`src/rtl/sm83_fetch_unit_pkg.sv`:
```
// Shared types and constants for the SM83 opcode/immediate fetch sequencer.
package sm83_fetch_unit_pkg;

    typedef enum logic [2:0] {
        ST_IDLE,
        ST_FETCH_OP,
        ST_FETCH_CB,
        ST_HANDOFF,
        ST_IMM_LO,
        ST_IMM_HI,
        ST_HALTED
    } fetch_state_t;

    typedef logic [1:0] imm_cnt_t;

    localparam logic [7:0] CB_PREFIX = 8'hCB;

    function automatic logic is_fetch_state(input fetch_state_t s);
        return (s == ST_FETCH_OP) || (s == ST_FETCH_CB) || (s == ST_IMM_LO) || (s == ST_IMM_HI);
    endfunction

endpackage

```
`src/rtl/sm83_fetch_unit.sv`:
```
// SM83 fetch sequencer: fetch_go -> op_valid in 2 cycles at zero wait; memory stalls hold mem_addr, decoder stalls hold op_valid.
// SM83_FETCH_STATS_EN adds saturating stat_ops/stat_wait counters.
module sm83_fetch_unit
    import sm83_fetch_unit_pkg::*;
#(
    parameter bit START_ON_RESET = 1'b1,
    parameter int STAT_W         = 16
) (
    input  logic             i_clk,
    input  logic             i_rst,
    output logic             o_mem_req,
    output logic [15:0]      o_mem_addr,
    input  logic             i_mem_ack,
    input  logic [7:0]       i_mem_rdata,
    input  logic [15:0]      i_r_pc,
    output logic [15:0]      o_w_pc,
    output logic             o_wen_pc,
    output logic [7:0]       o_w_ir,
    output logic             o_wen_ir,
    output logic             o_op_valid,
    input  logic             i_op_ready,
    output logic             o_op_cb,
    input  imm_cnt_t         i_op_imm_cnt,
    output logic             o_imm_valid,
    output logic [15:0]      o_imm16,
    input  logic             i_fetch_go,
    input  logic             i_flush,
    input  logic             i_halt_req,
    input  logic             i_wake,
    output logic             o_halted
`ifdef SM83_FETCH_STATS_EN
    ,
    output logic [STAT_W-1:0] o_stat_ops,
    output logic [STAT_W-1:0] o_stat_wait
`endif
);

    fetch_state_t r_state;
    logic         r_pending;
    logic         r_cb;
    logic         r_imm_two;
    logic         r_imm_valid;
    logic [15:0]  r_imm16;

    logic w_in_fetch;
    logic w_take;
    logic w_ir_write;

    assign w_in_fetch = is_fetch_state(r_state);
    // An ack that coincides with flush or reset is dropped so the register file never sees it.
    assign w_take     = w_in_fetch & i_mem_ack & ~i_flush & ~i_rst;
    assign w_ir_write = w_take & (((r_state == ST_FETCH_OP) & (i_mem_rdata != CB_PREFIX))
                                  | (r_state == ST_FETCH_CB));

    assign o_mem_req   = w_in_fetch;
    assign o_mem_addr  = w_in_fetch ? i_r_pc : 16'h0000;
    assign o_wen_pc    = w_take;
    assign o_w_pc      = w_take ? (i_r_pc + 16'd1) : 16'h0000;
    assign o_wen_ir    = w_ir_write;
    assign o_w_ir      = w_ir_write ? i_mem_rdata : 8'h00;
    assign o_op_valid  = (r_state == ST_HANDOFF);
    assign o_op_cb     = r_cb;
    assign o_imm_valid = r_imm_valid;
    assign o_imm16     = r_imm16;
    assign o_halted    = (r_state == ST_HALTED);

    always_ff @(posedge i_clk) begin
        if (i_rst) begin
            r_state     <= ST_IDLE;
            r_pending   <= START_ON_RESET;
            r_cb        <= 1'b0;
            r_imm_two   <= 1'b0;
            r_imm_valid <= 1'b0;
            r_imm16     <= 16'h0000;
        end else begin
            r_imm_valid <= 1'b0;
            if (i_flush) begin
                r_state <= ST_IDLE;
                r_cb    <= 1'b0;
            end else begin
                case (r_state)
                    ST_IDLE: begin
                        if (i_halt_req) begin
                            r_state <= ST_HALTED;
                        end else if (i_fetch_go || r_pending) begin
                            r_state   <= ST_FETCH_OP;
                            r_pending <= 1'b0;
                            r_cb      <= 1'b0;
                            r_imm16   <= 16'h0000;
                        end
                    end
                    ST_FETCH_OP: begin
                        if (i_mem_ack) begin
                            if (i_mem_rdata == CB_PREFIX) begin
                                r_state <= ST_FETCH_CB;
                                r_cb    <= 1'b1;
                            end else begin
                                r_state <= ST_HANDOFF;
                            end
                        end
                    end
                    ST_FETCH_CB: begin
                        if (i_mem_ack) begin
                            r_state <= ST_HANDOFF;
                        end
                    end
                    ST_HANDOFF: begin
                        if (i_op_ready) begin
                            if (i_op_imm_cnt == 2'd0) begin
                                r_state <= ST_IDLE;
                            end else begin
                                r_imm_two <= i_op_imm_cnt[1];
                                r_state   <= ST_IMM_LO;
                            end
                        end
                    end
                    ST_IMM_LO: begin
                        if (i_mem_ack) begin
                            r_imm16 <= {8'h00, i_mem_rdata};
                            if (r_imm_two) begin
                                r_state <= ST_IMM_HI;
                            end else begin
                                r_state     <= ST_IDLE;
                                r_imm_valid <= 1'b1;
                            end
                        end
                    end
                    ST_IMM_HI: begin
                        if (i_mem_ack) begin
                            r_imm16[15:8] <= i_mem_rdata;
                            r_state       <= ST_IDLE;
                            r_imm_valid   <= 1'b1;
                        end
                    end
                    ST_HALTED: begin
                        if (i_wake) begin
                            r_state <= ST_IDLE;
                        end
                    end
                    default: r_state <= ST_IDLE;
                endcase
            end
        end
    end

`ifdef SM83_FETCH_STATS_EN
    logic [STAT_W-1:0] r_stat_ops;
    logic [STAT_W-1:0] r_stat_wait;

    always_ff @(posedge i_clk) begin
        if (i_rst) begin
            r_stat_ops  <= '0;
            r_stat_wait <= '0;
        end else begin
            if ((r_state == ST_HANDOFF) && i_op_ready && !i_flush && !(&r_stat_ops)) begin
                r_stat_ops <= r_stat_ops + 1'b1;
            end
            if (w_in_fetch && !i_mem_ack && !(&r_stat_wait)) begin
                r_stat_wait <= r_stat_wait + 1'b1;
            end
        end
    end

    assign o_stat_ops  = r_stat_ops;
    assign o_stat_wait = r_stat_wait;
`else
    logic w_unused_stat_w;
    assign w_unused_stat_w = (STAT_W > 0);
`endif

endmodule

```
`config.mk`:
```
export PLATFORM = sky130hd
export DESIGN_NAME = sm83_fetch_unit
export DESIGN_NICKNAME = d
export VERILOG_FILES = /design/src/rtl/sm83_fetch_unit_pkg.sv /design/src/rtl/sm83_fetch_unit.sv
export SDC_FILE = /design/constraint.sdc
export NUM_CORES = 1
export LEC_CHECK = 0
export BUFFER_PORTS_ARGS = -buffer_cell sky130_fd_sc_hd__clkbuf_2
export CAP_MARGIN = 10
export CORE_MARGIN = 2
export CORE_UTILIZATION = 45
export DETAILED_ROUTE_END_ITERATION = 10
export PLACE_DENSITY = 0.93
export SLEW_MARGIN = 25
export SYNTH_ARGS = -nofsm -noshare
export SYNTH_HDL_FRONTEND = slang
export SYNTH_SLANG_ARGS = --single-unit
```
`constraint.sdc`:
```
create_clock -name i_clk -period 2.4 [get_ports i_clk]
set_clock_uncertainty 0.2 [all_clocks]
set_input_delay 0.24 -clock i_clk [delete_from_list [all_inputs] [get_ports i_clk]]
set_output_delay 0.24 -clock i_clk [all_outputs]
set_load 0.05 [all_outputs]
```
# Word-level counts from Yosys, hierarchy flattened
# Cells that the tools add are included.
# Widths: inputs -> output; s select.
[word_totals] ff_bits=23 n_memories=0 ram_bits=0 rom_bits=0 out_inout_bits=63 latchBits=0
[op_classes] div_mod_pow=0 eq_ne=18 shifts=0 order_cmp=0 mux=30 n_bitwise=10 mul=0 reduce_logical=16 addsub=1
[op_table] cell="$mux 16" count=5
[op_table] cell="$mux 3" count=10
[op_table] cell="$pmux 8 s3" count=1
[op_table] cell="$pmux 3 s7" count=1
[op_table] cell="$add 16x1->16 const B" count=1
[op_table] cell="$mux 8" count=2
[op_table] cell="$pmux 8 s2" count=1
[op_table] cell="$ne 2x2->1 const B" count=7
[op_table] cell="$reduce_and 5->1" count=2
[op_table] cell="$eq 3x3->1 const B" count=3
[op_table] cell="$eq 8x8->1 const B" count=1
[op_table] cell="$mux 1" count=8
[op_table] cell="$ne 8x8->1 const B" count=1
[op_table] cell="$reduce_and 4->1" count=2
[op_table] cell="$reduce_and 7->1" count=1
[op_table] cell="$eq 3x2->1 const B" count=2
[op_table] cell="$reduce_and 6->1" count=1
[op_table] cell="$and 1x1->1" count=5
[op_table] cell="$logic_or 1x1->1" count=4
[op_table] cell="$ne 2x1->1 const B" count=2
[op_table] cell="$not 1->1" count=4
[op_table] cell="$pmux 1 s2" count=2
[op_table] cell="$reduce_bool 2->1" count=2
[op_table] cell="$eq 3x1->1 const B" count=1
[op_table] cell="other kinds (6)" count=6

# Logic depth before layout (Yosys ltp)
# Gate-level depths: netlist of run 1.
[logic_depth] depth_word=9 mapped_depth=7

# Least setup slack after synthesis of run 1
# No wires, ideal clock.
[synth_path] path_type="flip-flop to output port" startpoint="reg r_state[1]" endpoint="out o_w_ir[0]" path_stages_with_launch=7 required_ps=1960 setup_slack_ps=-398 arrival_ps=2358 path_cell_list="dfxtp_1 > buf_2 > or3_1 > buf_2 > nand3_1 > a211oi_2 > and2_1"
[synth_between] elab_chain_cells=9 word_cells_on_any_way=14
[synth_lines] element="start, declared" line="sm83_fetch_unit.sv:38" source="fetch_state_t r_state;"
[synth_lines] element="start signal, assigned" line="sm83_fetch_unit.sv:69" source="r_state <= ST_IDLE;"
[synth_lines] element="start signal, assigned" line="sm83_fetch_unit.sv:78" source="r_state <= ST_IDLE;"
[synth_lines] element="start signal, assigned" line="sm83_fetch_unit.sv:84" source="r_state <= ST_HALTED;"
[synth_lines] element="$eq 3x1->1 / $eq 3x2->1 (equally long branches)" line="sm83_fetch_unit_pkg.sv:19, sm83_fetch_unit.sv:52, sm83_fetch_unit.sv:53"
[synth_lines] element="$logic_or 1x1->1 (3 in series)" line="sm83_fetch_unit_pkg.sv:19" source="return (s == ST_FETCH_OP) || (s == ST_FETCH_CB) || (s == ST_IMM_LO) || (s == ST_IMM_HI);"
[synth_lines] element="$and 1x1->1 (3 in series)" line="sm83_fetch_unit.sv:51" source="assign w_take = w_in_fetch & i_mem_ack & ~i_flush & ~i_rst;"
[synth_lines] element="$and 1x1->1 *" line="sm83_fetch_unit.sv:52" source="assign w_ir_write = w_take & (((r_state == ST_FETCH_OP) & (i_mem_rdata != CB_PREFIX))"
[synth_lines] element="via o_wen_ir" line="sm83_fetch_unit.sv:19" source="output logic o_wen_ir,"
[synth_lines] element="$mux 8 *" line="sm83_fetch_unit.sv:60" source="assign o_w_ir = w_ir_write ? i_mem_rdata : 8'h00;"
[synth_lines] element="end, declared" line="sm83_fetch_unit.sv:18" source="output logic [7:0] o_w_ir,"
# The timed path passes the listed nets; every way through them passes the cells marked *.

# Worst setup path after layout of run 1
[layout_path] startpoint="reg r_state[0]" endpoint="out o_w_pc[15]"
[layout_between] elab_chain_cells=8 word_cells_on_any_way=11
[layout_lines] element="$eq 3x1->1 / $eq 3x2->1 (equally long branches)" line="sm83_fetch_unit_pkg.sv:19"
[layout_lines] element="$logic_or 1x1->1 (2 in series)" line="sm83_fetch_unit_pkg.sv:19"
[layout_lines] element="$logic_or 1x1->1 *" line="sm83_fetch_unit_pkg.sv:19"
[layout_lines] element="$and 1x1->1 * (3 in series)" line="sm83_fetch_unit.sv:51"
[layout_lines] element="$mux 16 *" line="sm83_fetch_unit.sv:58" source="assign o_w_pc = w_take ? (i_r_pc + 16'd1) : 16'h0000;"
[layout_lines] element="end, declared" line="sm83_fetch_unit.sv:16" source="output logic [15:0] o_w_pc,"
# Every way passes the cells marked *; elsewhere a longest branch is shown, timed or not.

==> summary by stage, run 1 <==
Run status
The run finished with clean final reports.

Min path
The depth of the worst hold-timing path is 3. The class of the tightest hold or removal check is in -> reg. The worst hold path startpoint is i_op_imm_cnt[1].

Logic synthesis
The number of unique standard cell types used by synthesis is 55. Of the synthesized area, sequential elements account for 0.260. In this run, synthesis inferred 0 flip-flops with an integrated enable. Synthesis produced 240 cells. The combined area of all synthesized cells is 1770 sq um. The most frequently used flop master after synthesis is sky130_fd_sc_hd__dfxtp_1.

Synthesis produced a netlist with a net count of ~280. Counting flops with an async set or reset pin after synthesis yields a share of 0. The total of flip-flops plus latches after synthesis is 23. For this run, the number of Yosys warnings is 0. After synthesis, the mean cell area works out to roughly 7.4 sq um.

Placed design
In this run the tool buffered the top-level ports with 96 buffer cells. The number of placed instances, taps included, is approximately 380. The placed cell area is 2350 sq um.

Once detailed placement completed, the half-perimeter wirelength came to between 4 and 5 mm. The congestion estimate from routability-driven global placement came to 0.893.

Timing
For the pin with the worst max-slew slack, the measured transition is between 0.6 and 0.7 ns. Setup violations remaining at the end of the flow were counted as 0. Subtracting the final worst setup slack from the clock period gives between 2 and 2.5 ns. The count of final max-slew check failures is 0. In this run the tightest slew margin relative to its limit is 0.538. The top achievable clock speed is about 430 MHz. The fraction of the cycle the final worst path needs is 0.966.

The number of hold-slack violations in the final timing report is 0.

Power
IR analysis of the VDD net gives a maximum drop of between 0.0003 and 0.0004 V. The part of the power in registers is 0.363. Internal power comes to 0.000641 W.

The combinational fraction of design power is 0.417. In this run the power density over the cells is about 450 nW/um^2. Of the total power, the share spent switching nets is 0.416. For this design the static power due to leakage is ~1.1 nW. The analysis attributes to net switching a power of 0.000456 W.

Of the total power, the clock network draws 0.220.

Critical path
The class of the most critical setup path is reg -> out. The required arrival time at the worst endpoint is between 1.5 and 2 ns. Walking the worst path, the cells encountered are or3_1 > buf_4 > nand4_1 > a21oi_1 > a31o_2 > clkbuf_2. The number of cells on the worst reg-to-reg path is 5. The beginning of the critical path is r_state[0]$_SDFFE_PP0P_.

The library cell contributing the largest single delay on the critical path is sky130_fd_sc_hd__or3_1. The worst setup path is launched from a flop. The data arrival time of the worst path is 1.88 ns. On the worst path, the slowest cell contributes a delay of around 0.42 ns. STA classifies the critical path endpoint as a primary output. The beginning of the worst register-to-register path is r_state[2]$_SDFFE_PP0P_. Along the worst path, the maximum fanout reaches 16.

Floorplanning
The floorplan step defined a core boundary enclosing 3720 sq um. During I/O placement, the number of pins put on the boundary was 97. The initial cell density of the core is 0.476. Row generation in the floorplan step produced 22 rows. Measured along the y axis, the die boundary spans between 60 and 70 um. The die covers 4450 sq um.

Measured along the x axis, the die boundary spans 66.7 um.

Clock tree
The clock-pin slew on the worst setup and hold paths is 0.08 ns. Clock tree synthesis selected as its root buffer the cell sky130_fd_sc_hd__clkbuf_8. The clock tree from TritonCTS is built. At the later pin of the worst-skew pair, clock insertion delay measures around 0.26 ns. The number of clock sinks is 23.

Counting the buffers created by CTS gives 3. In this run the number of H-tree levels came out at 1. The maximum clock insertion buffer count is 2.

GRT
For this run, global-route usage on met3 was measured as 0.0405. The first global-routing pass estimated ~8.8 mm of wire. In the global route stage, overall resource usage came out at 0.249. The pin count of the biggest net entering global routing is 25. The initial antenna violation count came to 0. The busiest layer in global routing is met2.

Global routing finished with a remaining overflow of 0. For this run, global-route usage on met1 was measured as 0.303. In the global route stage, met2 resource usage came out at 0.450. The via count of the first global-routing pass is just under 2,000.

Cells and area
The diode insertion count for antenna repair is 0. The area of the multi-input gates is roughly 1300 sq um. For this run, the share of the core covered by cells in the final layout is 0.652. For this run, the number of standard cells in the final layout without fillers is 382.

Relative to the synthesized area, the layout overhead comes to 36.9%. For this run, the post-layout net count is between 300 and 400. The share of layout cells above drive strength 1 is 0.395.

Fill cells in the final layout number around 330. In the final layout, flip-flops and latches occupy approximately 460 sq um. The cell area after layout is approximately 2400 sq um.

Routing
The detail-routed via count per cell is a little under 6. The via count is between 2,000 and 2,500. The DRC violation count after routing is 0. The final antenna-violating net count is 0. The mean routed wirelength per cell is 14.2 um. The final wirelength is ~5.4 mm. The first detailed-routing pass took 7 iterations. The iteration-0 DRC count of the detailed router is just over 90.

Job
The tool flagged a number of max-cap violations equal to 0.
==> registers in the layout, summed over array words and instances (netlist names) <==
name	count
o_imm_valid	1
r_state	3
o_op_cb	1
r_imm_two	1
o_imm16	16
r_pending	1
==> layer usage <==
metal | up-vias | part of all wire
li1 | 1068 | -
met1 | 989 | 0.39
met2 | 138 | 0.49
met3 | 8 | 0.11
met4 | 0 | 0.0089
met5 | - | 0
==> cells in the mapped netlist (2+ instances only) <==
master,n,area (sq um)
sky130_fd_sc_hd__xor2_1,5,43.8
sky130_fd_sc_hd__o21ai_0,11,55.1
sky130_fd_sc_hd__nor4_1,2,12.5
sky130_fd_sc_hd__o22ai_1,2,12.5
sky130_fd_sc_hd__nor2_1,22,82.6
sky130_fd_sc_hd__a21oi_1,24,120
sky130_fd_sc_hd__a31o_2,2,17.5
sky130_fd_sc_hd__nand2b_1,10,62.6
sky130_fd_sc_hd__and2_1,10,62.6
sky130_fd_sc_hd__nor3b_1,2,15.0
sky130_fd_sc_hd__or3_1,3,18.8
sky130_fd_sc_hd__nor2b_1,4,25.0
sky130_fd_sc_hd__nand2_1,10,37.5
sky130_fd_sc_hd__nor3_1,5,25.0
sky130_fd_sc_hd__nand3_1,6,30.0
sky130_fd_sc_hd__buf_2,6,30.0
sky130_fd_sc_hd__dfxtp_1,23,460
sky130_fd_sc_hd__xnor2_1,6,52.6
sky130_fd_sc_hd__nand4_1,22,138
sky130_fd_sc_hd__and3_1,13,81.3
sky130_fd_sc_hd__clkbuf_1,9,33.8
sky130_fd_sc_hd__a21o_1,2,15.0
sky130_fd_sc_hd__inv_1,9,33.8
==> worst paths after layout <==
check | endpoint | slack (ns)
worst max-delay path | o_w_pc[15] | 0.08
worst min-delay path | r_imm_two$_SDFFE_PP0P_ | 0.03
worst max register to register | o_imm16[0]$_SDFFE_PP0P_ | 0.26
worst min register to register | o_imm16[1]$_SDFFE_PP0P_ | 0.27
==> stage by stage <==
step	power, W	TNS [ns]	hold WS [ns]	worst slack [ns]
after floorplan	0.000727	-0.771	0.178	-0.198
after global placement	0.000847	0	0.258	0.237
after detailed placement	0.000854	0	0.264	0.163
after CTS	0.00109	0	0.0284	0.0445
after global routing	0.00115	-0.0183	0.0601	-0.0183
final	0.00110	0	0.0284	0.0815
==> logic make-up (layout without fill, tap and decap cells) <==
group,after synthesis,count (layout),synth area share
adder cells (fa/ha/maj),1,1,0.00707
AND/OR/NAND/NOR,119,119,0.382
multiplexers,1,1,0.00566
AO/OA/AOI/OAI,59,59,0.227
XOR/XNOR,11,11,0.0545
buffers and inverters,26,120,0.0636
flip-flops,23,23,0.260
==> timing repair <==
item | CTS | global route
setup buffers | 1 | 0
hold buffers | 0 | 0
endpoints found under the setup margin | 9 | 12
resized for setup | 2 | 16
pin swaps | 1 | 0
==> critical path: cells and delay by family (launching register included) <==
| kind | cells | cell delay, ns |
|---|---|---|
| buffers and inverters | 2 | 0.44 |
| AO/OA/AOI/OAI | 2 | 0.28 |
| flip-flops | 1 | 0.38 |
| AND/OR/NAND/NOR | 2 | 0.52 |
==> cell type report <==
| class | count | area share |
|---|---|---|
| flip-flops and latches | 23 | 0.191 |
| well taps | 48 | 0.0248 |
| multi-input cells | 191 | 0.517 |
| clock buffers | 3 | 0.0170 |
| inverters | 9 | 0.0139 |
| clock inverters | 1 | 0.00207 |
| repair buffers | 107 | 0.235 |
==> placed cells by master, fill, tap and decap left out, types with 2 or more instances in the layout <==
cell,Yosys,routed
sky130_fd_sc_hd__a21o_1,2,2
sky130_fd_sc_hd__a21oi_1,24,24
sky130_fd_sc_hd__a31o_2,2,2
sky130_fd_sc_hd__and2_1,10,3
sky130_fd_sc_hd__and2_4,0,7
sky130_fd_sc_hd__and3_1,13,13
sky130_fd_sc_hd__buf_2,6,9
sky130_fd_sc_hd__buf_4,0,12
sky130_fd_sc_hd__clkbuf_2,0,85
sky130_fd_sc_hd__clkbuf_8,0,3
sky130_fd_sc_hd__dfxtp_1,23,21
sky130_fd_sc_hd__dfxtp_2,0,2
sky130_fd_sc_hd__inv_1,9,9
sky130_fd_sc_hd__nand2_1,10,10
sky130_fd_sc_hd__nand2b_1,10,10
sky130_fd_sc_hd__nand3_1,6,5
sky130_fd_sc_hd__nand4_1,22,22
sky130_fd_sc_hd__nor2_1,22,22
sky130_fd_sc_hd__nor2b_1,4,4
sky130_fd_sc_hd__nor3_1,5,5
sky130_fd_sc_hd__nor4_1,2,2
sky130_fd_sc_hd__o21ai_0,11,11
sky130_fd_sc_hd__o22ai_1,2,2
sky130_fd_sc_hd__or3_1,3,3
sky130_fd_sc_hd__xnor2_1,6,6
sky130_fd_sc_hd__xor2_1,5,5
==> power groups by stage <==
| stage | Sequential (W) | Clock, W | Combinational (W) |
|---|---|---|---|
| after floorplan | 0.000404 | 0 | 0.000323 |
| after global placement | 0.000405 | 0 | 0.000442 |
| after detailed placement | 0.000406 | 0 | 0.000448 |
| after CTS | 0.000398 | 0.000244 | 0.000450 |
| after global routing | 0.000399 | 0.000260 | 0.000490 |
| final | 0.000398 | 0.000241 | 0.000457 |
Power figures use the tool's default switching activity.
==> run 2, diff against run 1 <==
- ABC_AREA: unset -> 1
- CORE_UTILIZATION: 45 -> 47
==> run 2 against run 1 <==
Die area is 8.9% higher. Area after synthesis rose by 14%. Sequential power up 16%. Design area increased by 9.5%. Sequential cell count stayed put. Combinational power up 64%. Register-to-register slack better by 0.43 ns. Critical endpoint is now o_w_pc[6]. Via count increased by 6.9%.
==> summary by stage, run 2 <==
Power
The switching power of the nets is 0.000716 W (was 0.000456 W). The switching power share of the total is 0.493 (was 0.416). The cell-internal power came to 0.000737 W (was 0.000641 W). The post-route total power came to 0.00145 W (was 0.00110 W).

The leakage dissipation is 1.53 nW (was 1.14 nW). The combinational fraction of design power is 0.517 (was 0.417). The relative contribution of the clock network to total power is 0.166 (was 0.220). The part of the power in registers is 0.317 (was 0.363). The worst supply voltage drop on vdd was 0.000258 V (was 0.000321 V). The power density over the cells is 548 nW/um^2 (was 453 nW/um^2).

Logic synthesis
The number of unique standard cell types used by synthesis came to 36 (was 55). The number of flops mapped to enable cells by yosys is 0 (unchanged). The combined area of all synthesized cells is 2020 sq um (was 1770 sq um).

Top post-synthesis cells by area: sky130_fd_sc_hd__dfxtp_1, sky130_fd_sc_hd__nand2_1, sky130_fd_sc_hd__inv_1 (was sky130_fd_sc_hd__dfxtp_1, sky130_fd_sc_hd__nand4_1, sky130_fd_sc_hd__a21oi_1). Most used standard cells in the synthesized netlist: sky130_fd_sc_hd__nand2_1, sky130_fd_sc_hd__inv_1, sky130_fd_sc_hd__nor2_1 (was sky130_fd_sc_hd__a21oi_1, sky130_fd_sc_hd__dfxtp_1, sky130_fd_sc_hd__nand4_1, sky130_fd_sc_hd__nor2_1, sky130_fd_sc_hd__and3_1). The number of instances in the synthesized netlist is 335 (was 240).

The total of flip-flops plus latches after synthesis is 23 (unchanged). The proportion of register bits with asynchronous set or reset after synthesis is 0 (unchanged). The synthesized net count is 370 (was 275). The count of yosys warnings during synthesis is 0 (unchanged).

The most frequently used flop master after synthesis was sky130_fd_sc_hd__dfxtp_1 (unchanged). The most common cell in the netlist is sky130_fd_sc_hd__nand2_1 (was sky130_fd_sc_hd__a21oi_1). The library cell occupying the most area in the post-synthesis netlist is sky130_fd_sc_hd__dfxtp_1 (unchanged). The share of the synthesized area in the top cell type is 0.228 (was 0.260). The average instance area after synthesis was 6.04 sq um (was 7.37 sq um). The post-synthesis sequential area ratio was 0.228 (was 0.260).

Critical path
The largest fanout on the critical path came to 9 (was 16). The beginning of the worst register-to-register path was r_state[2]$_SDFFE_PP0P_ (unchanged). The class of the most critical setup path is reg -> out (unchanged).

The type of element launching the critical path is a flop (unchanged). The data arrival time of the worst path is 1.85 ns (was 1.88 ns). The required arrival time at the worst endpoint is 1.96 ns (about the same).

The beginning of the critical path is r_state[1]$_SDFFE_PP0P_ (was r_state[0]$_SDFFE_PP0P_). The sort of element at the end of the critical path is a primary output (unchanged).

Clock tree
The number of clock sinks came to 23 (unchanged). The cell at the root of the clock tree is sky130_fd_sc_hd__clkbuf_8 (unchanged). The post-CTS setup-driven buffer insertion count was 0 (was 1).

The maximum level of the CTS H-tree came to 1 (unchanged). The number of buffers created by CTS was 3 (unchanged). The maximum clock insertion buffer count was 2 (unchanged). The clock latency on the worst-skew pair is 0.26 ns (about the same). The clock-pin slew on the worst setup and hold paths is 0.09 ns (was 0.08 ns). The clock tree from TritonCTS is built (unchanged).

Floorplanning
The area of the placeable core is 4060 sq um (was 3720 sq um). The die height came to 69.6 um (was 66.7 um). The width of the die is 69.6 um (was 66.7 um). The number of placement rows was 23 (was 22).

The total die area was 4850 sq um (was 4450 sq um). The initial cell density of the core is 0.499 (was 0.476). The number of placed I/O pins came to 97 (unchanged).

Cells and area
The share of layout cells above drive strength 1 was 0.387 (was 0.395). The area of the multi-input gates came to 1300 sq um (was 1250 sq um). Commonest cells after routing, fill and taps aside: sky130_fd_sc_hd__nand2_1, sky130_fd_sc_hd__clkbuf_2, sky130_fd_sc_hd__inv_1 (was sky130_fd_sc_hd__clkbuf_2, sky130_fd_sc_hd__a21oi_1, sky130_fd_sc_hd__nor2_1, sky130_fd_sc_hd__nand4_1, sky130_fd_sc_hd__dfxtp_1). The leading cell type in the layout, fill and taps excluded is sky130_fd_sc_hd__nand2_1 (was sky130_fd_sc_hd__clkbuf_2). The combined flip-flop and latch cell area came to 464 sq um (was 463 sq um).

The layout overhead on the synthesized area is 31.1% (was 36.9%). The flip-flop count of the largest register after layout is 16 (unchanged). The final core area utilization is 0.654 (was 0.652).

The number of fillers in the final layout is 368 (was 328). The final net count is 468 (was 370). The diode insertion count for antenna repair came to 0 (unchanged).

Job
The max capacitance violation total is 0 (unchanged).

Placed design
The sum of net half-perimeters after detailed placement is 4.21 mm (was 4.07 mm). The global placer's final weighted congestion was 0.898 (was 0.893). The quantity of I/O buffers inserted on ports is 96 (unchanged).

Timing
The final setup TNS is 0 ns (unchanged). The slew at the pin with the worst max-slew slack is 0.471 ns (was 0.693 ns). The number of hold-slack violations in the final timing report was 0 (unchanged).

The count of final setup violators is 0 (unchanged). The count of final max-slew check failures is 0 (unchanged). The fraction of the cycle the final worst path needs was 0.956 (was 0.966). The clock period minus final worst setup slack is 2.29 ns (was 2.32 ns). The worst slew slack as a fraction of its limit is 0.684 (was 0.538). The top achievable clock speed is 436 MHz (was 431 MHz).

Routing
The mean routed wirelength per cell was 10.8 um (was 14.2 um). The via count is 2,356 (was 2,203). The final wirelength is 5.19 mm (was 5.42 mm). The final antenna-violating net count is 0 (unchanged). The iteration-0 DRC count of the detailed router is 107 (was 93). The total iterations of the first detailed-routing run is 4 (was 7). The DRC violation count after routing came to 0 (unchanged).

The detail-routed via count per cell is 4.89 (was 5.77).

GRT
The total grt overflow is 0 (unchanged). The pin count of the biggest net entering global routing is 18 (was 25). The global-route wire length before repair is 8.78 mm (was 8.76 mm). The via count of the first global-routing pass is 2,157 (was 1,975). The initial antenna violation count was 0 (unchanged). The overall fraction of global-route tracks in use came to 0.213 (was 0.249).

Min path
The class of the tightest hold or removal check is in -> reg (unchanged). The worst hold path startpoint is i_op_imm_cnt[1] (unchanged).

Run status
Result of the run: complete, no violations (unchanged).
[run 2: cell types whose count changed after synthesis, sizes merged, moves of 9 or more]
| cell | delta |
|---|---|
| a21oi | -14 |
| and2 | -11 |
| and3 | -13 |
| clkbuf | -9 |
| inv | +46 |
| nand2 | +105 |
| nand2b | -10 |
| nand3 | +14 |
| nand4 | -16 |
| nor2 | +54 |
[run 2: path summary, 6_finish.rpt]
| check | endpoint | slack [ns] | cells past startpoint |
|---|---|---|---|
| worst max-delay path | o_w_pc[6] | 0.11 | 9 |
| worst max register to register | o_imm16[10]$_SDFFE_PP0P_ | 0.69 | 7 |
| worst min-delay path | r_imm_two$_SDFFE_PP0P_ | 0.05 | 3 |
| worst min register to register | o_op_cb$_SDFFE_PP0P_ | 0.26 | 2 |
[run 2: cells by family (layout without fill, tap and decap cells)]
kind of cell             count (synthesis)  count (layout)  share of synthesized area
AO/OA/AOI/OAI                           21              21                     0.0618
buffers and inverters                   62             159                      0.152
XOR/XNOR                                 3               3                     0.0130
adder cells (fa/ha/maj)                  1               1                    0.00618
AND/OR/NAND/NOR                        225             225                      0.540
flip-flops                              23              23                      0.228
[run 2: repair_timing]
| action | in CTS | in global routing |
|---|---|---|
| hold buffers | 1 | 0 |
| setup endpoints to repair | 16 | 22 |
| gates resized for setup | 13 | 15 |
| endpoints found under the hold margin | 1 | 0 |
| cloned | 0 | 0 |
[run 2: power groups by stage]
stage,logic [W],registers [W],clock network (W)
after CTS,0.000754,0.000460,0.000254
after global placement,0.000737,0.000466,0
final,0.000751,0.000460,0.000241
after detailed placement,0.000750,0.000468,0
after floorplan,0.000489,0.000577,0
after global routing,0.000810,0.000466,0.000269
[run 2: layout make-up]
| cell class | instances | area share |
|---|---|---|
| Clock inverter | 1 | 0.00283 |
| Tap cell | 50 | 0.0236 |
| Sequential cell | 23 | 0.175 |
| Inverter | 55 | 0.0882 |
| Multi-Input combinational cell | 250 | 0.489 |
| Clock buffer | 3 | 0.0156 |
| Timing Repair Buffer | 100 | 0.206 |
[run 2: worst max-delay path, cell delays in order, from the launching register on]
cell and delay (ns):
sky130_fd_sc_hd__dfxtp_2 0.40, sky130_fd_sc_hd__inv_8 0.10, sky130_fd_sc_hd__nand3_1 0.13, sky130_fd_sc_hd__nand2_1 0.12, sky130_fd_sc_hd__inv_2 0.06, sky130_fd_sc_hd__nand2_4 0.05, sky130_fd_sc_hd__nand2_2 0.10, sky130_fd_sc_hd__buf_4 0.19
sky130_fd_sc_hd__nor3b_2 0.18, sky130_fd_sc_hd__clkbuf_4 0.26
[run 2: metrics by stage]
stage | area (sq um) | instances | setup WS, ns | hold slack, ns
2_1_floorplan | 2060 | 335 | -0.0427 | 0.109
3_3_place_gp | 2550 | 477 | 0.237 | 0.240
3_5_place_dp | 2550 | 477 | 0.148 | 0.255
4_1_cts | 2640 | 482 | 0.0250 | 0.0422
5_1_grt | 2650 | 482 | -0.0137 | 0.0494
6_report | 2650 | 482 | 0.107 | 0.0493
[run 2: layer usage]
layer | routed length, um | vias up | GRT usage
li1 | - | 1216 | -
met1 | 2170 | 1046 | 0.249
met2 | 2660 | 92 | 0.395
met3 | 338 | 2 | 0.0305
met4 | 25 | 0 | 0.0705
met5 | 0 | - | 0
==> run 3, diff against run 2 <==
- CORE_MARGIN: 2 -> 3
- RECOVER_POWER: unset -> 50
==> run 3 against run 2 <==
Critical path depth increased by 1. Worst hold slack got worse by 0.027 ns. First-iteration DRC count is 22% higher. Register-to-register slack got worse by 0.39 ns. Critical path type unchanged. Clock power increased by 3%. Die area increased by 5.8%. Non-clock buffer count unchanged. Cell count unchanged. Design area is 0.14% higher. Wire length grew 5.2%.
==> summary by stage, run 3 (synthesis results as in run 2) <==
Placed design
The instance count after placement with tap cells included is 477 (unchanged). The global placer's final weighted congestion is 0.893 (was 0.898). The sum of net half-perimeters after detailed placement is 4.41 mm (was 4.21 mm).

The quantity of I/O buffers inserted on ports is 96 (unchanged). The worst slack at placement was 0.125 ns (was 0.148 ns).

Power
The worst supply voltage drop on vdd is 0.000230 V (was 0.000258 V). The relative contribution of the clock network to total power is 0.172 (was 0.166). The part of the power in registers was 0.319 (was 0.317). The combinational fraction of design power came to 0.509 (was 0.517). The leakage dissipation is 1.46 nW (was 1.53 nW).

The switching power share of the total is 0.497 (was 0.493). The power density over the cells is 542 nW/um^2 (was 548 nW/um^2). The post-route total power was 0.00144 W (was 0.00145 W). The cell-internal power was 0.000725 W (was 0.000737 W).

The switching power of the nets came to 0.000715 W (was 0.000716 W).

Timing
Setup repair after global routing could not meet its margin everywhere. The worst slew slack as a fraction of its limit is 0.463 (was 0.684). The final setup TNS came to 0 ns (unchanged).

The number of hold-slack violations in the final timing report was 0 (unchanged). The slew at the pin with the worst max-slew slack is 0.804 ns (was 0.471 ns). The top achievable clock speed is 432 MHz (was 436 MHz).

The worst-case setup margin in the final layout was 0.0840 ns (was 0.107 ns). The clock period minus final worst setup slack was 2.32 ns (was 2.29 ns). The count of final max-slew check failures is 0 (unchanged).

The fraction of the cycle the final worst path needs was 0.965 (was 0.956). The count of final setup violators is 0 (unchanged).

Routing
The DRC violation count after routing was 0 (unchanged). The final antenna-violating net count is 0 (unchanged). The via count was 2,352 (was 2,356). The iteration-0 DRC count of the detailed router is 131 (was 107). The total iterations of the first detailed-routing run was 4 (unchanged). The detail-routed via count per cell is 4.88 (was 4.89). The final wirelength is 5.46 mm (was 5.19 mm). The mean routed wirelength per cell came to 11.3 um (was 10.8 um).

Clock tree
The number of clock sinks is 23 (unchanged). The maximum level of the CTS H-tree was 1 (unchanged). The post-CTS setup-driven buffer insertion count was 0 (unchanged). The maximum clock insertion buffer count was 2 (unchanged).

The clock tree from TritonCTS was built (unchanged). The cell at the root of the clock tree was sky130_fd_sc_hd__clkbuf_8 (unchanged). The clock latency on the worst-skew pair is 0.27 ns (was 0.26 ns).

The number of buffers created by CTS is 3 (unchanged). The clock-pin slew on the worst setup and hold paths was 0.08 ns (was 0.09 ns).

Cells and area
The flip-flop count of the largest register after layout came to 16 (unchanged). The diode insertion count for antenna repair is 0 (unchanged). The final core area utilization is 0.650 (was 0.654).

Commonest cells after routing, fill and taps aside: sky130_fd_sc_hd__nand2_1, sky130_fd_sc_hd__clkbuf_2, sky130_fd_sc_hd__inv_1 (unchanged). The count of placed standard cells in the final layout, fillers left out is 482 (unchanged). The leading cell type in the layout, fill and taps excluded was sky130_fd_sc_hd__nand2_1 (unchanged).

The share of layout cells above drive strength 1 was 0.345 (was 0.387). The layout overhead on the synthesized area is 31.3% (was 31.1%). The final net count is 468 (unchanged).

Critical path
The required arrival time at the worst endpoint is 1.96 ns (about the same). The sort of element at the end of the critical path is a primary output (unchanged). The class of the most critical setup path was reg -> out (unchanged).

The type of element launching the critical path is a flop (unchanged). The data arrival time of the worst path is 1.88 ns (was 1.85 ns). The largest fanout on the critical path is 9 (unchanged).

Floorplanning
The total die area is 5130 sq um (was 4850 sq um). The number of placed I/O pins is 97 (unchanged). The initial cell density of the core is 0.495 (was 0.499). The number of placement rows is 23 (unchanged). The die height is 71.6 um (was 69.6 um). The width of the die is 71.6 um (was 69.6 um). The area of the placeable core is 4090 sq um (was 4060 sq um).

Min path
The class of the tightest hold or removal check is in -> reg (unchanged).

GRT
The total grt overflow is 0 (unchanged). The overall fraction of global-route tracks in use is 0.213 (about the same). The global-route wire length before repair is 9.09 mm (was 8.78 mm). The via count of the first global-routing pass came to 2,207 (was 2,157). The pin count of the biggest net entering global routing is 18 (unchanged). The initial antenna violation count was 0 (unchanged).

Job
The max capacitance violation total was 0 (unchanged).

Run status
Result of the run: complete, no violations (unchanged).
run 3: cell types whose count changed in the layout (fill, tap and decap cells not counted), sizes merged:
cell and delta:
clkinvlp -1, clkinv +1
run 3: power groups by stage:
| stage | registers, W | logic (W) | clock network (W) |
|---|---|---|---|
| global route | 0.000465 | 0.000794 | 0.000267 |
| floorplan | 0.000577 | 0.000489 | 0 |
| global placement | 0.000466 | 0.000742 | 0 |
| CTS | 0.000460 | 0.000756 | 0.000256 |
| detailed placement | 0.000468 | 0.000751 | 0 |
| finish | 0.000460 | 0.000733 | 0.000248 |
run 3: layout make-up:
cell class	count	area [sq um]
Clock buffer	3	41.3
Clock inverter	1	5.00
Fill cell	364	1430
Inverter	55	231
Multi-Input combinational cell	250	1270
Sequential cell	23	463
Tap cell	50	62.6
Timing Repair Buffer	100	578
run 3: per-layer routing:
metal	up-vias	part of all wire	track usage
li1	1206	-	-
met1	1029	0.42	0.251
met2	108	0.48	0.395
met3	9	0.081	0.0252
met4	0	0.017	0.0752
met5	-	0	0
run 3: worst paths after layout:
| path | startpoint | slack, ns | cells past startpoint | endpoint |
|---|---|---|---|---|
| setup / recovery | r_state[0]$_SDFFE_PP0P_ | 0.08 | 10 | o_w_ir[2] |
| setup reg to reg | r_state[0]$_SDFFE_PP0P_ | 0.30 | 9 | o_imm16[4]$_SDFFE_PP0P_ |
| hold reg to reg | o_op_cb$_SDFFE_PP0P_ | 0.26 | 2 | o_op_cb$_SDFFE_PP0P_ |
| hold / removal | i_op_imm_cnt[1] | 0.02 | 3 | r_imm_two$_SDFFE_PP0P_ |
run 3: stage by stage:
stage / hold slack (ns) / cell area [sq um]
5_1_grt: 0.0582 / 2660
4_1_cts: 0.0205 / 2680
6_report: 0.0226 / 2660
3_5_place_dp: 0.244 / 2610
3_3_place_gp: 0.238 / 2610
2_1_floorplan: 0.109 / 2060
run 3: what timing repair did:
action / in CTS / in global routing
setup endpoints to repair: 22 / 13
gates resized for setup: 7 / 18
hold endpoints to repair: 1 / 0
hold buffers: 1 / 0
run 3: worst max-delay path: stages, from the launching register on:
cell                      delay (ns)
sky130_fd_sc_hd__dfxtp_1        0.39
sky130_fd_sc_hd__inv_4          0.14
sky130_fd_sc_hd__nand3_1        0.13
sky130_fd_sc_hd__nand2_1        0.13
sky130_fd_sc_hd__inv_2          0.06
sky130_fd_sc_hd__nand2_4        0.05
sky130_fd_sc_hd__nand2_2        0.06
sky130_fd_sc_hd__inv_2          0.13
sky130_fd_sc_hd__nand2_4        0.12
sky130_fd_sc_hd__nor2_1         0.22
sky130_fd_sc_hd__buf_12         0.17
